### src/rtl/approx_add_pipe.sv
// Pipelined approximate adder (lower-part OR, segmented registered carry), STAGES cycles latency,
// global stall when output is held; optional error monitor under APPROX_ADD_ERRMON_EN.
module approx_add_pipe #(
  parameter int WIDTH       = 16,
  parameter int APPROX_BITS = 4,
  parameter int STAGES      = 2
) (
  input  logic             clk,
  input  logic             rst_n,
  input  logic             in_valid,
  output logic             in_ready,
  input  logic [WIDTH-1:0] a,
  input  logic [WIDTH-1:0] b,
  input  logic             mode,
  output logic             out_valid,
  input  logic             out_ready,
  output logic [WIDTH:0]   sum,
  input  logic             err_clr,
  output logic [31:0]      err_cnt,
  output logic [WIDTH:0]   err_max,
  output logic [31:0]      txn_cnt
);

  localparam int K   = APPROX_BITS;
  localparam int UW  = WIDTH - K;
  localparam int SEG = (UW + STAGES - 1) / STAGES;

  typedef struct packed {
    logic [WIDTH-1:0] a;
    logic [WIDTH-1:0] b;
    logic [WIDTH-1:0] res;
    logic             cy;
`ifdef APPROX_ADD_ERRMON_EN
    logic [WIDTH:0]   ref_sum;
`endif
  } stage_t;

  stage_t           src0;
  stage_t           src_c [STAGES];
  stage_t           nxt_c [STAGES];
  stage_t           stg_q [STAGES];
  logic [STAGES-1:0] vld_q;
  logic [STAGES:0]   vld_d;
  logic [WIDTH-1:0]  lo_res;
  logic              lo_cy;
  logic              advance;

  assign out_valid = vld_q[STAGES-1];
  assign advance   = !(out_valid && !out_ready);
  assign in_ready  = advance;
  assign sum       = {stg_q[STAGES-1].cy, stg_q[STAGES-1].res};
  assign vld_d     = {vld_q, in_valid};

  // Lower part and mode are fully resolved before the first register.
  generate
    if (K > 0) begin : g_lo
      logic [K:0] lo_exact;
      assign lo_exact = {1'b0, a[K-1:0]} + {1'b0, b[K-1:0]};
      assign lo_res   = {{(WIDTH-K){1'b0}}, (mode ? (a[K-1:0] | b[K-1:0]) : lo_exact[K-1:0])};
      assign lo_cy    = mode ? (a[K-1] & b[K-1]) : lo_exact[K];
    end else begin : g_no_lo
      assign lo_res = '0;
      assign lo_cy  = 1'b0;
    end
  endgenerate

  always_comb begin
    src0     = '0;
    src0.a   = a;
    src0.b   = b;
    src0.res = lo_res;
    src0.cy  = lo_cy;
`ifdef APPROX_ADD_ERRMON_EN
    src0.ref_sum = {1'b0, a} + {1'b0, b};
`endif
  end

  // Each stage adds its own slice of the upper part; an empty trailing slice just forwards the carry.
  genvar gs;
  generate
    for (gs = 0; gs < STAGES; gs++) begin : g_stg
      localparam int LO  = K + gs * SEG;
      localparam int AVL = (LO >= WIDTH) ? 0 : (WIDTH - LO);
      localparam int W   = (gs == STAGES - 1) ? AVL : ((SEG < AVL) ? SEG : AVL);

      if (gs == 0) begin : g_first
        assign src_c[gs] = src0;
      end else begin : g_next
        assign src_c[gs] = stg_q[gs-1];
      end

      if (W > 0) begin : g_add
        logic [W:0] seg_sum;
        stage_t     nxt;
        assign seg_sum = {1'b0, src_c[gs].a[LO +: W]} + {1'b0, src_c[gs].b[LO +: W]}
                       + {{W{1'b0}}, src_c[gs].cy};
        always_comb begin
          nxt              = src_c[gs];
          nxt.res[LO +: W] = seg_sum[W-1:0];
          nxt.cy           = seg_sum[W];
        end
        assign nxt_c[gs] = nxt;
      end else begin : g_pass
        assign nxt_c[gs] = src_c[gs];
      end
    end
  endgenerate

  always_ff @(posedge clk or negedge rst_n) begin
    if (!rst_n) begin
      vld_q <= '0;
      for (int s = 0; s < STAGES; s++) stg_q[s] <= '0;
    end else if (advance) begin
      vld_q <= vld_d[STAGES-1:0];
      for (int s = 0; s < STAGES; s++) stg_q[s] <= nxt_c[s];
    end
  end

`ifdef APPROX_ADD_ERRMON_EN
  logic           deliver;
  logic [WIDTH:0] ref_q;
  logic [WIDTH:0] abs_err;

  assign deliver = out_valid && out_ready;
  assign ref_q   = stg_q[STAGES-1].ref_sum;
  assign abs_err = (ref_q >= sum) ? (ref_q - sum) : (sum - ref_q);

  // Clear beats a same-cycle delivery: that result is dropped from the statistics.
  always_ff @(posedge clk or negedge rst_n) begin
    if (!rst_n) begin
      err_cnt <= '0;
      err_max <= '0;
      txn_cnt <= '0;
    end else if (err_clr) begin
      err_cnt <= '0;
      err_max <= '0;
      txn_cnt <= '0;
    end else if (deliver) begin
      if (txn_cnt != '1) txn_cnt <= txn_cnt + 32'd1;
      if ((abs_err != '0) && (err_cnt != '1)) err_cnt <= err_cnt + 32'd1;
      if (abs_err > err_max) err_max <= abs_err;
    end
  end
`else
  assign err_cnt = '0;
  assign err_max = '0;
  assign txn_cnt = '0;
`endif

  logic unused_sink;
  assign unused_sink = ^{stg_q[STAGES-1].a, stg_q[STAGES-1].b, mode, err_clr, vld_d[STAGES]};

endmodule

### config.mk
export PLATFORM = sky130hd
export DESIGN_NAME = approx_add_pipe
export DESIGN_NICKNAME = d
export VERILOG_FILES = /design/src/rtl/approx_add_pipe.sv
export SDC_FILE = /design/constraint.sdc
export NUM_CORES = 1
export LEC_CHECK = 0
export ABC_AREA = 1
export CAP_MARGIN = 30
export CORE_UTILIZATION = 42
export DETAILED_ROUTE_END_ITERATION = 6
export PLACE_DENSITY = 0.88
export SYNTH_ARGS = -nofsm -noshare
export SYNTH_HDL_FRONTEND = slang
export SYNTH_SLANG_ARGS = --single-unit
### constraint.sdc
create_clock -name clk -period 2.19 [get_ports clk]
set_clock_uncertainty 0.05 [all_clocks]
set_input_delay 0.438 -clock clk [delete_from_list [all_inputs] [get_ports clk]]
set_output_delay 0.438 -clock clk [all_outputs]
set_load 0.01 [all_outputs]
After elaboration in Yosys (flattened, before gate mapping)
Index checks and enable logic that the tools add are counted.

Add/subtract/negate cells: 5. Muxes and demuxes: 2. Bitwise logic cells: 2. Reduce and logical (&&, ||, !) cells: 3.

Operator list (count): adder 6 x 6 -> 7 bit (2); adder 7 x 1 -> 7 bit (2); adder 4 x 4 -> 5 bit (1); two-way mux 4 bit (1); bitwise OR 4 bit (1); zero test 1 bit (2); bitwise AND 1 bit (1); logical AND 1 bit (1); two-way mux 1 bit (1).

Register bits: 62. Bits of input ports: 38. Output and inout port bits: 100. Word-level logic and storage cells: 19.

Longest topological paths before layout
Gate-level depths: netlist of the first run.

Word-level depth: 3. Mapped depth: 13. Gate-level depth less buffers: 13.

Least setup slack after synthesis of the first run
No wires, ideal clock.

Path type: input to register. Start: input a[0]. End: register src_c[0] (netlist name). Arrival: 2236 ps. Data required time: 2075 ps. Setup slack: -161 ps. Stages on the path: 12. Buffers on the path: 0. Cells stage by stage: ha_1 > fa_1 > nand2_1 > nand2_1 > a31oi_1 > fa_1 > fa_1 > nand3b_1 > nand2_1 > nand2_1 > a21o_1 > nand2_1.

Cells in the longest elaborated chain, start to end: 3.

Ends and longest elaborated chain: from (decl) (RTL line 12) `input logic [WIDTH-1:0] a,`; adder 4 x 4 -> 5 bit (RTL line 58) `assign lo_exact = {1'b0, a[K-1:0]} + {1'b0, b[K-1:0]};`; two-way mux 1 bit (RTL line 60) `assign lo_cy = mode ? (a[K-1] & b[K-1]) : lo_exact[K];`; adder 7 x 1 -> 7 bit (RTL line 96) `+ {{W{1'b0}}, src_c[gs].cy};`.

Every way passes these cells. A chain may end at the register's enable or synchronous reset.

Worst setup path in the final report of the first run
Start: input a[3]. End: register src_c[0] (netlist name).

Cells in the longest elaborated chain, start to end: 3. Elaborated cells between the ends (all ways): 4. Those cells by class: 2 x add/sub; 1 x mux; 1 x bitwise.

Ends and longest elaborated chain (RTL line): adder 4 x 4 -> 5 bit / bitwise AND 1 bit (equally long branches) (58, 60); two-way mux 1 bit * (60); adder 7 x 1 -> 7 bit * (96).

Every way passes the cells marked *; elsewhere a longest branch is shown, timed or not.

==> results.tsv, run 1 <==
stage	metric	value	unit
global_routing	antenna_found_initial	0	
routing	remaining_drc_errors	0	
cells_and_area	drive_gt1_share	10.9	%
routing	viasPerCell	4.25	
sta	setup_viol	1	
worst_setup_path	required	2360	ps
worst_setup_path	critPathKind	primary input to register	
cells_and_area	final_cell_mix	nand2_1, conb_1, clkdlybuf4s50_1	
synthesis	yosys_warnings	0	
synthesis	synth-seq-cells	42	
synthesis	synth.distinct_cells	22	
sta	fmax	455	MHz
power_and_ir_drop	combinationalPowerShare	38.5	%
cells_and_area	layout_commonest_cell	nand2_1	
placement	port_buffers	55	
placement	place_area	3370	um2
placement	place_inst	523	
sta	final.period_utilization	100	%
routing	wire_per_inst	10.3	um
floorplanning	rows	30	
sta	period_minus_slack	2200	ps
placement	routabilityCongestion	0.817	
min_path	hold_class	register to register	
cts	clock_latency	280	ps
synthesis	syn-instance-count	371	
routing	drtIter0Drc	73	
cells_and_area	antennaDiodeCount	0	
power_and_ir_drop	p_int	1.61	mW
power_and_ir_drop	powerDensity	687	nW/um2
cts	htree_levels	2	
synthesis	avgSynthCellArea	7.96	um2
worst_setup_path	path_max_fanout	2	
power_and_ir_drop	swShare	33.8	%
global_routing	grt_pass1_vias	2178	
power_and_ir_drop	power_frac_seq	42.8	%
routing	drt-pass1-iter-count	4	
floorplanning	die_y	85.9	um
cells_and_area	area_growth	19.9	%
power_and_ir_drop	peakVddDrop	0.238	mV
status	violations	setup timing	
sta	hold_viol_final	0	
sta	final_max_slew_viol_count	0	
synthesis	ys_seq_area_share	35.6	%
cells_and_area	final_cells	537	
sta	rsz0062_at_grt	yes	
status	status	complete, but fails checks	
routing	postRouteAntennaNets	0	
placement	place_hpwl	4160	um
floorplanning	core	6790	um2
worst_setup_path	r2r_setup_slack	340	ps
power_and_ir_drop	power_switching	0.823	mW
cts	cts.sinks	42	
floorplanning	start_util	43.5	%
cts	clk_path_buf_depth	2	
power_and_ir_drop	p_total	2.43	mW
sta	fin_hold_ws	401	ps
cells_and_area	fin_area	3540	um2
sta	setup_tns	-5.82	ps
cts	cts_buffers	5	
global_routing	grt_pass1_wl	9390	um
cts	root_buffer	clkbuf_8	
routing	wl	5550	um
cts	path_clk_slew	80	ps
power_and_ir_drop	p_leak	1.90	nW
synthesis	netlist_area	2950	um2
global_routing	grt_util_all_layers	15.7	%
cells_and_area	final_nets	502	
routing	vias	2284	
worst_setup_path	critPathCaptureType	register	
job	drv_cap	0	
floorplanning	pin_count	138	
cts	cts_tree	done	
floorplanning	dieWidth	85.9	um
floorplanning	die-area	7370	um2
sta	timing.final.ws_setup	-5.82	ps
worst_setup_path	critPathLaunchType	primary input	
global_routing	grt_max_degree	46	
worst_setup_path	cp.arrival	2370	ps
global_routing	grt_overflow	0	
power_and_ir_drop	power.share.clock	18.7	%
## path summary, 6_finish.rpt
| kind | start | to | cells after the start |
|---|---|---|---|
| max in group asynchronous | rst_n | sum[16]$_DFFE_PN0N_ | 3 |
| min in group asynchronous | rst_n | sum[13]$_DFFE_PN0N_ | 2 |
| worst max register to register | src_c[0]$_DFFE_PN0N_ | sum[16]$_DFFE_PN0N_ | 8 |
| worst min register to register | vld_q[0]$_DFFE_PN0N_ | vld_q[1]$_DFFE_PN0N_ | 2 |
| worst min-delay path | vld_q[0]$_DFFE_PN0N_ | vld_q[1]$_DFFE_PN0N_ | 2 |
| worst max-delay path | a[3] | src_c[0]$_DFFE_PN0N_ | 11 |
## Yosys cell counts
library cell	n	area share (%)
nand3b_1	4	1.0
ha_1	18	7.6
inv_2	1	0.13
buf_6	2	0.76
dfrtp_1	42	36
xor2_1	1	0.30
nand3_1	14	2.4
a21oi_1	8	1.4
o21ai_1	4	0.68
fa_1	5	3.4
a21o_1	1	0.25
o21ai_0	16	2.7
or2_2	5	1.1
nor2_1	10	1.3
inv_1	30	3.8
o22ai_1	1	0.21
a31oi_1	1	0.21
buf_2	6	1.0
buf_4	81	21
nand2_1	119	15
nor2_4	1	0.38
conb_1	1	0.13
## metal layers
| layer | share of wire [%] | track usage [%] | vias up |
|---|---|---|---|
| met5 | 0 | 0 | - |
| met4 | 1.9 | 6.52 | 0 |
| met3 | 3.4 | 1.54 | 11 |
| met2 | 54 | 28.7 | 78 |
| met1 | 41 | 19.0 | 1073 |
| li1 | - | - | 1122 |
## sequential cells by signal (all words and copies together) (netlist names)
register	count
src_c	1
sum	17
vld_q	2
g_stg.g_add.nxt	22
## power by group through the flow
stage	clock network [mW]	logic [mW]	registers [mW]
after detailed placement	0	0.910	1.06
after global placement	0	0.875	1.05
after CTS	0.480	0.930	1.04
after global routing	0.514	1.06	1.06
final	0.455	0.936	1.04
after floorplan	0	0.568	1.09
## stage by stage
step,setup WS [ps],util (%)
final,-5.82,52.1
after detailed placement,-740,49.6
after global placement,-661,49.6
after global routing,-44.6,52.1
after floorplan,-21.5,-
after CTS,-43.5,51.6
## cells by family (layout without fill, tap and decap cells)
kind of cell	Yosys count	after routing	share of synthesized area, %
AND/OR/NAND/NOR	153	153	21.2
buffers and inverters	120	110	26.3
flip-flops	42	42	35.6
AO/OA/AOI/OAI	31	31	5.42
adder cells (fa/ha/maj)	23	23	11.0
other	1	81	0.127
XOR/XNOR	1	1	0.297
## area by class of cell
type / instances / area [um2]
inverters: 31 / 116
clock buffers: 7 / 76.3
fillers: 655 / 3250
repair buffers: 72 / 676
flip-flops and latches: 42 / 1050
well taps: 96 / 120
multi-input cells: 289 / 1500
## repair_timing
action                                  4_1_cts  5_1_grt
resized for setup                            36        4
hold buffers                                  0        1
hold endpoints to repair                      0        5
endpoints found under the setup margin        7        6
pin swaps                                    10        8
setup buffers                                 4        1
## worst max-delay path, stage by stage
cell           delay (ps)
dlygate4sd2_1         260
inv_2                  60
ha_4                  280
a31oi_4                80
fa_2                  370
fa_2                  340
nand3b_1              180
nand2_1                80
nand2_1                70
a21o_1                150
nand2_1                50
(Power assumes the default switching activity.)
==> inputs of run 2 (changes only) <==
Settings changed: ABC_AREA 1 to not set.
==> results.tsv, run 2 <==
stage	metric	value	unit	change
job	drv_cap	0		unchanged
routing	met2_length	2730	um	-8.7%
routing	viasPerCell	4.37		+2.8%
cells_and_area	final.fill_count	592		-9.6%
cts	path_clk_slew	80	ps	about the same
global_routing	grt_pass1_wl	8400	um	-11%
floorplanning	die_y	85.1	um	-0.90%
cts	clk_path_buf_depth	2		unchanged
synthesis	netlist_area	2900	um2	-1.8%
synthesis	synth_ff_type	dfrtp_1		
global_routing	grt_pass1_vias	1962		-9.9%
floorplanning	start_util	44.6	%	+1.2 points
cells_and_area	final_core_util	52.6	%	+0.51 points
synthesis	yosysMostFrequentCell	buf_4		
cells_and_area	layout_commonest_cell	nand2_1		
floorplanning	pin_count	138		unchanged
global_routing	grt_overflow	0		unchanged
floorplanning	die-area	7240	um2	-1.8%
global_routing	grt_max_degree	49		+6.5%
synthesis	yosys_warnings	0		unchanged
placement	routabilityCongestion	0.735		-10%
sta	fin_hold_ws	22.2	ps	-379 ps
placement	place_hpwl	3990	um	-4.1%
power_and_ir_drop	powerDensity	718	nW/um2	+4.5%
global_routing	antenna_found_initial	0		unchanged
sta	setup_tns	-282	ps	-276 ps
routing	wire_per_inst	11.1	um	+7.2%
floorplanning	core	6490	um2	-4.4%
cells_and_area	drive_gt1_share	12.4	%	+1.5 points
sta	setup_viol	2		+1
cells_and_area	antennaDiodeCount	0		unchanged
synthesis	async_reset_ff_share	100	%	unchanged
routing	vias	2068		-9.5%
synthesis	avgSynthCellArea	8.71	um2	+9.4%
power_and_ir_drop	p_leak	1.76	nW	-7.1%
sta	fmax	425	MHz	-6.8%
sta	rsz0062_at_grt	yes		
sta	timing.final.ws_setup	-165	ps	-159 ps
sta	hold_viol_final	0		unchanged
placement	port_buffers	55		unchanged
status	status	complete, but fails checks		
power_and_ir_drop	p_total	2.46	mW	+0.92%
cells_and_area	final_nets	456		-9.2%
routing	wl	5240	um	-5.6%
synthesis	synth_top_area_share	36.3	%	+0.66 points
sta	final.period_utilization	108	%	+7.3 points
routing	drtIter0Drc	59		-19%
synthesis	ys_seq_area_share	36.3	%	+0.66 points
routing	met1_length	2090	um	-7.5%
synthesis	synth.distinct_cells	34		+55%
routing	wl_met3	279	um	+47%
synthesis	yosys-top-cells-area	dfrtp_1, buf_4, nand2_1, ha_1, fa_1		
cts	htree_levels	2		unchanged
floorplanning	dieWidth	85.1	um	-0.90%
synthesis	synth-seq-cells	42		unchanged
cts	clock_latency	290	ps	about the same
global_routing	grt_util_all_layers	14.6	%	-1.2 points
routing	postRouteAntennaNets	0		unchanged
min_path	hold_class	primary input to async pin		
status	violations	setup timing		
synthesis	syn-instance-count	333		-10%
synthesis	yosys-top-cells-count	buf_4, nand2_1, dfrtp_1, inv_1, ha_1		
sta	final_max_slew_viol_count	0		unchanged
worst_setup_path	cp.arrival	2490	ps	+120 ps
cts	root_buffer	clkbuf_8		
worst_setup_path	critPathKind	primary input to register		
worst_setup_path	critPathLaunchType	primary input		
cells_and_area	largest_reg_flops	22		unchanged
worst_setup_path	required	2330	ps	-30 ps
worst_setup_path	path_max_fanout	3		+1
cts	cts.sinks	42		unchanged
synthesis	synth_edf_count	0		unchanged
worst_setup_path	critPathCaptureType	register		
cts	cts_tree	done		
routing	remaining_drc_errors	0		unchanged
floorplanning	rows	29		-3.3%
cts	cts_buffers	5		unchanged
power_and_ir_drop	peakVddDrop	0.268	mV	+13%
routing	top_layer	met4		
cells_and_area	area_growth	17.9	%	
routing	drt-pass1-iter-count	4		unchanged
placement	place_inst	463		-11%
cells_and_area	final_cells	473		-12%
synthesis	yosysTopAreaCell	dfrtp_1		
cells_and_area	final_cell_mix	nand2_1, conb_1, clkdlybuf4s50_1		
sta	period_minus_slack	2360	ps	+159 ps
run 2: cell types whose count changed in the layout (fill, tap and decap cells not counted), sizes merged, moves of 4 or more:
cell    before  now
buf         22   16
nand3       14    2
nor2b        0    5
o21a         0    5
nand3b       4    0
or2          5    0
nand2      119   82
o21ai       20   14
inv         31   23
o31ai        0    7
run 2: cells by family after synthesis:
family                   count (synthesis)  share of synthesized area [%]
buffers and inverters                  113                           25.6
AND/OR/NAND/NOR                        106                           15.5
AO/OA/AOI/OAI                           44                           9.97
flip-flops                              42                           36.3
adder cells (fa/ha/maj)                 23                           11.2
XOR/XNOR                                 2                          0.604
multiplexers                             2                          0.691
other                                    1                          0.129
run 2: worst max-delay path: stages:
cell	delay [ps]
clkdlybuf4s15_2	200
fa_2	240
a21oi_4	70
nor3b_4	180
nor2_2	60
fa_2	360
fa_2	400
nor2b_4	140
o31a_1	190
a211oi_2	50
a21o_1	170
run 2: per-stage QoR:
stage / area [um2] / setup WS (ps)
after floorplan: 3240 / -212
after global placement: 3280 / -877
after detailed placement: 3280 / -1000
after CTS: 3420 / -220
after global routing: 3420 / -218
final: 3420 / -165
run 2: area by class of cell:
class | instances | area [um2] | area share (%)
clock inverter | 3 | 23.8 | 0.696
clock buffer | 5 | 68.8 | 2.01
tap | 77 | 96.3 | 2.82
sequential | 42 | 1050 | 30.8
inverter | 22 | 82.6 | 2.42
multi-input combinational | 258 | 1480 | 43.4
timing repair buffer | 66 | 611 | 17.9
run 2: routing by layer:
| layer | vias to the layer above | global-route usage (%) |
|---|---|---|
| met5 | - | 0 |
| met4 | 0 | 6.93 |
| met3 | 12 | 2.72 |
| met2 | 88 | 26.4 |
| met1 | 949 | 16.5 |
| li1 | 1019 | - |
run 2: path summary, 6_finish.rpt:
check / start / to / slack (ps) / cells after the start
max: b[1] / g_stg[1].g_add.nxt[9]$_DFFE_PN0N_ / -170 / 11
min: rst_n / g_stg[1].g_add.nxt[1]$_DFFE_PN0N_ / 20 / 1
min reg2reg: vld_q[0]$_DFFE_PN0N_ / vld_q[0]$_DFFE_PN0N_ / 410 / 2
max in group asynchronous: rst_n / g_stg[1].g_add.nxt[45]$_DFFE_PN0N_ / 1410 / 2
min in group clk: vld_q[0]$_DFFE_PN0N_ / vld_q[0]$_DFFE_PN0N_ / 410 / 2
max reg2reg: src_c[0]$_DFFE_PN0N_ / sum[16]$_DFFE_PN0N_ / 270 / 8
run 2: what timing repair did:
action / CTS / global route
pin swaps: 13 / 8
setup buffers: 2 / 0
setup endpoints to repair: 7 / 5
gates resized for setup: 35 / 6
hold buffers: 0 / 0
run 2: report_power, final:
part | total (mW) | switching, mW | internal, mW
Clock | 0.495 | 0.267 | 0.228
Combinational | 0.918 | 0.470 | 0.447
Sequential | 1.04 | 0.0937 | 0.949
==> variant, RTL diff (config.mk and constraints of run 1) <==
Register the input `mode` before use, with the module's reset. The logic sees it one clock later. The other inputs are not delayed to match.
--- a/src/rtl/approx_add_pipe.sv
+++ b/src/rtl/approx_add_pipe.sv
@@ -36,4 +36,14 @@
   } stage_t;
 
+  logic mode_q;
+
+  always_ff @(posedge clk or negedge rst_n) begin
+    if (!rst_n) begin
+      mode_q <= '0;
+    end else begin
+      mode_q <= mode;
+    end
+  end
+
   stage_t           src0;
   stage_t           src_c [STAGES];
@@ -57,6 +67,6 @@
       logic [K:0] lo_exact;
       assign lo_exact = {1'b0, a[K-1:0]} + {1'b0, b[K-1:0]};
-      assign lo_res   = {{(WIDTH-K){1'b0}}, (mode ? (a[K-1:0] | b[K-1:0]) : lo_exact[K-1:0])};
-      assign lo_cy    = mode ? (a[K-1] & b[K-1]) : lo_exact[K];
+      assign lo_res   = {{(WIDTH-K){1'b0}}, (mode_q ? (a[K-1:0] | b[K-1:0]) : lo_exact[K-1:0])};
+      assign lo_cy    = mode_q ? (a[K-1] & b[K-1]) : lo_exact[K];
     end else begin : g_no_lo
       assign lo_res = '0;
@@ -149,5 +159,5 @@
 
   logic unused_sink;
-  assign unused_sink = ^{stg_q[STAGES-1].a, stg_q[STAGES-1].b, mode, err_clr, vld_d[STAGES]};
+  assign unused_sink = ^{stg_q[STAGES-1].a, stg_q[STAGES-1].b, mode_q, err_clr, vld_d[STAGES]};
 
 endmodule
Behaviour: not the same (Yosys sat finds a counterexample within 4 cycles, from zero or initial values and one cycle with rst_n low).
==> variant against run 1 <==
- critical path depth did not move
- register-to-register slack got worse by 220 ps
- power rose by 8.4%
- worst setup slack improved by 44 ps
- cell area rose by 0.60%
- synthesized area up 0.85%
- worst hold slack worse by 320 ps
- sequential cell count up 1
- routed wire length grew 3.9%
==> variant: results (changes against run 1) <==
first_global_vias: 2079  # -4.5%
worstRegToRegCells: 9  # +1
grt_pass1_wl_um: 9430  # +0.37%
startpoint: "a[3]"
grt_max_degree: 46  # unchanged
port_buffers: 55  # unchanged
placed_cells: 523  # unchanged
clk_pin_slew_ps: 80  # about the same
antenna_found_initial: 0  # unchanged
r2r-start: "mode_q"
viasPerCell: 4.25  # -0.16%
cts_buffers: 5  # unchanged
status: "complete, no violations"
fin_nets: 500  # -0.40%
first_pass_iters: 5  # +1
peakVddDrop_v: 0.000305  # +28%
place_worst_setup_slack_ps: -766  # -26.1 ps
p_sw_share_pct: 32.8  # -1.0 points
globalplace.congestion: 0.799  # -2.2%
drive_gt1_share_pct: 11.4  # +0.48 points
insertion_delay_ps: 290
placed_area_um2: 3390  # +0.52%
cp.arrival_ps: 2330  # -40 ps
place_hpwl_um: 4240  # +1.9%
r2r_slack_ps: 120  # -220 ps
clock-root-buffer: "clkbuf_8"
synth_area_leaders: "dfrtp_1, buf_4, nand2_1, ha_1, inv_1"
grtUsageTotal_pct: 16.1  # +0.37 points
wl_per_cell_um: 10.8  # +4.1%
synthArstFlopShare_pct: 100  # unchanged
synth_common_cells: "nand2_1, buf_4, dfrtp_1, inv_1, ha_1"
cp_max_fo: 2  # unchanged
cts_buffer_depth: 2  # unchanged
totalWireLength_um: 5770  # +3.9%
ys_warn_count: 0  # unchanged
slew_headroom_pct: 62.3
seq_area_frac_synth_pct: 36.1  # +0.54 points
largest_reg_flops: 22  # unchanged
ant_nets: 0  # unchanged
netlist-cell-type-count: 22  # unchanged
max_freq_mhz: 465  # +2.0%
critPathCapture: "src_c[0]"
htree_levels: 2  # unchanged
antenna_cells: 0  # unchanged
synth_cells: 372  # +0.27%
hold_class: "primary input to async pin"
leakagePower_nw: 1.90  # +0.27%
first_iter_violations: 124  # +70%
variant: cells by family after synthesis:
| family | after synthesis | share of synthesized area (%) |
|---|---|---|
| XOR/XNOR | 1 | 0.294 |
| other | 1 | 0.126 |
| AND/OR/NAND/NOR | 153 | 21.1 |
| AO/OA/AOI/OAI | 31 | 5.38 |
| adder cells (fa/ha/maj) | 23 | 10.9 |
| buffers and inverters | 120 | 26.1 |
| flip-flops | 43 | 36.1 |
variant: final cells by class:
type | count | area [um2]
Fill cell | 631 | 3270
Tap cell | 96 | 120
Clock inverter | 2 | 35.0
Multi-Input combinational cell | 289 | 1490
Timing Repair Buffer | 69 | 641
Sequential cell | 43 | 1080
Inverter | 31 | 116
Clock buffer | 6 | 82.6
variant: routing by layer:
metal  share of wire, %  GRT usage (%)  vias up
li1                   -              -     1125
met1                 41           19.4     1048
met2                 52           28.8       95
met3                5.0           3.14        8
met4                1.4           5.45        0
met5                  0              0        -
variant: worst max-delay path: stages:
cell and delay [ps]:
clkdlybuf4s15_1 200, inv_2 60, ha_4 280, a31oi_4 90, fa_2 370, fa_2 340
nand3b_1 190, nand2_1 90, nand2_1 60, a21o_1 160, nand2_1 50
variant: how the worst min path moves through the flow:
stage	startpoint	endpoint	slack, ps	depth (start not counted)
3_3_place_gp	vld_q[0]	vld_q[1]	380	2
3_5_place_dp	vld_q[0]	vld_q[1]	390	2
2_1_floorplan	rst_n	g_stg[1].g_add.nxt[10]	90	0
6_report	rst_n	g_stg[1].g_add.nxt[46]	80	1
4_1_cts	rst_n	g_stg[1].g_add.nxt[10]	90	1
5_1_grt	rst_n	sum[13]	110	1
variant: timing repair:
action | 4_1_cts | 5_1_grt
setup endpoints to repair | 7 | 5
resized for setup | 36 | 5
pin swaps | 9 | 9
gates cloned | 0 | 0
buffers inserted | 3 | 2
variant: power groups by stage:
stage / Clock (mW) / Sequential, mW / Combinational, mW
after global placement: 0 / 1.07 / 0.877
final: 0.637 / 1.06 / 0.936
after global routing: 0.690 / 1.08 / 1.04
after detailed placement: 0 / 1.08 / 0.910
after CTS: 0.648 / 1.06 / 0.932
after floorplan: 0 / 1.11 / 0.568
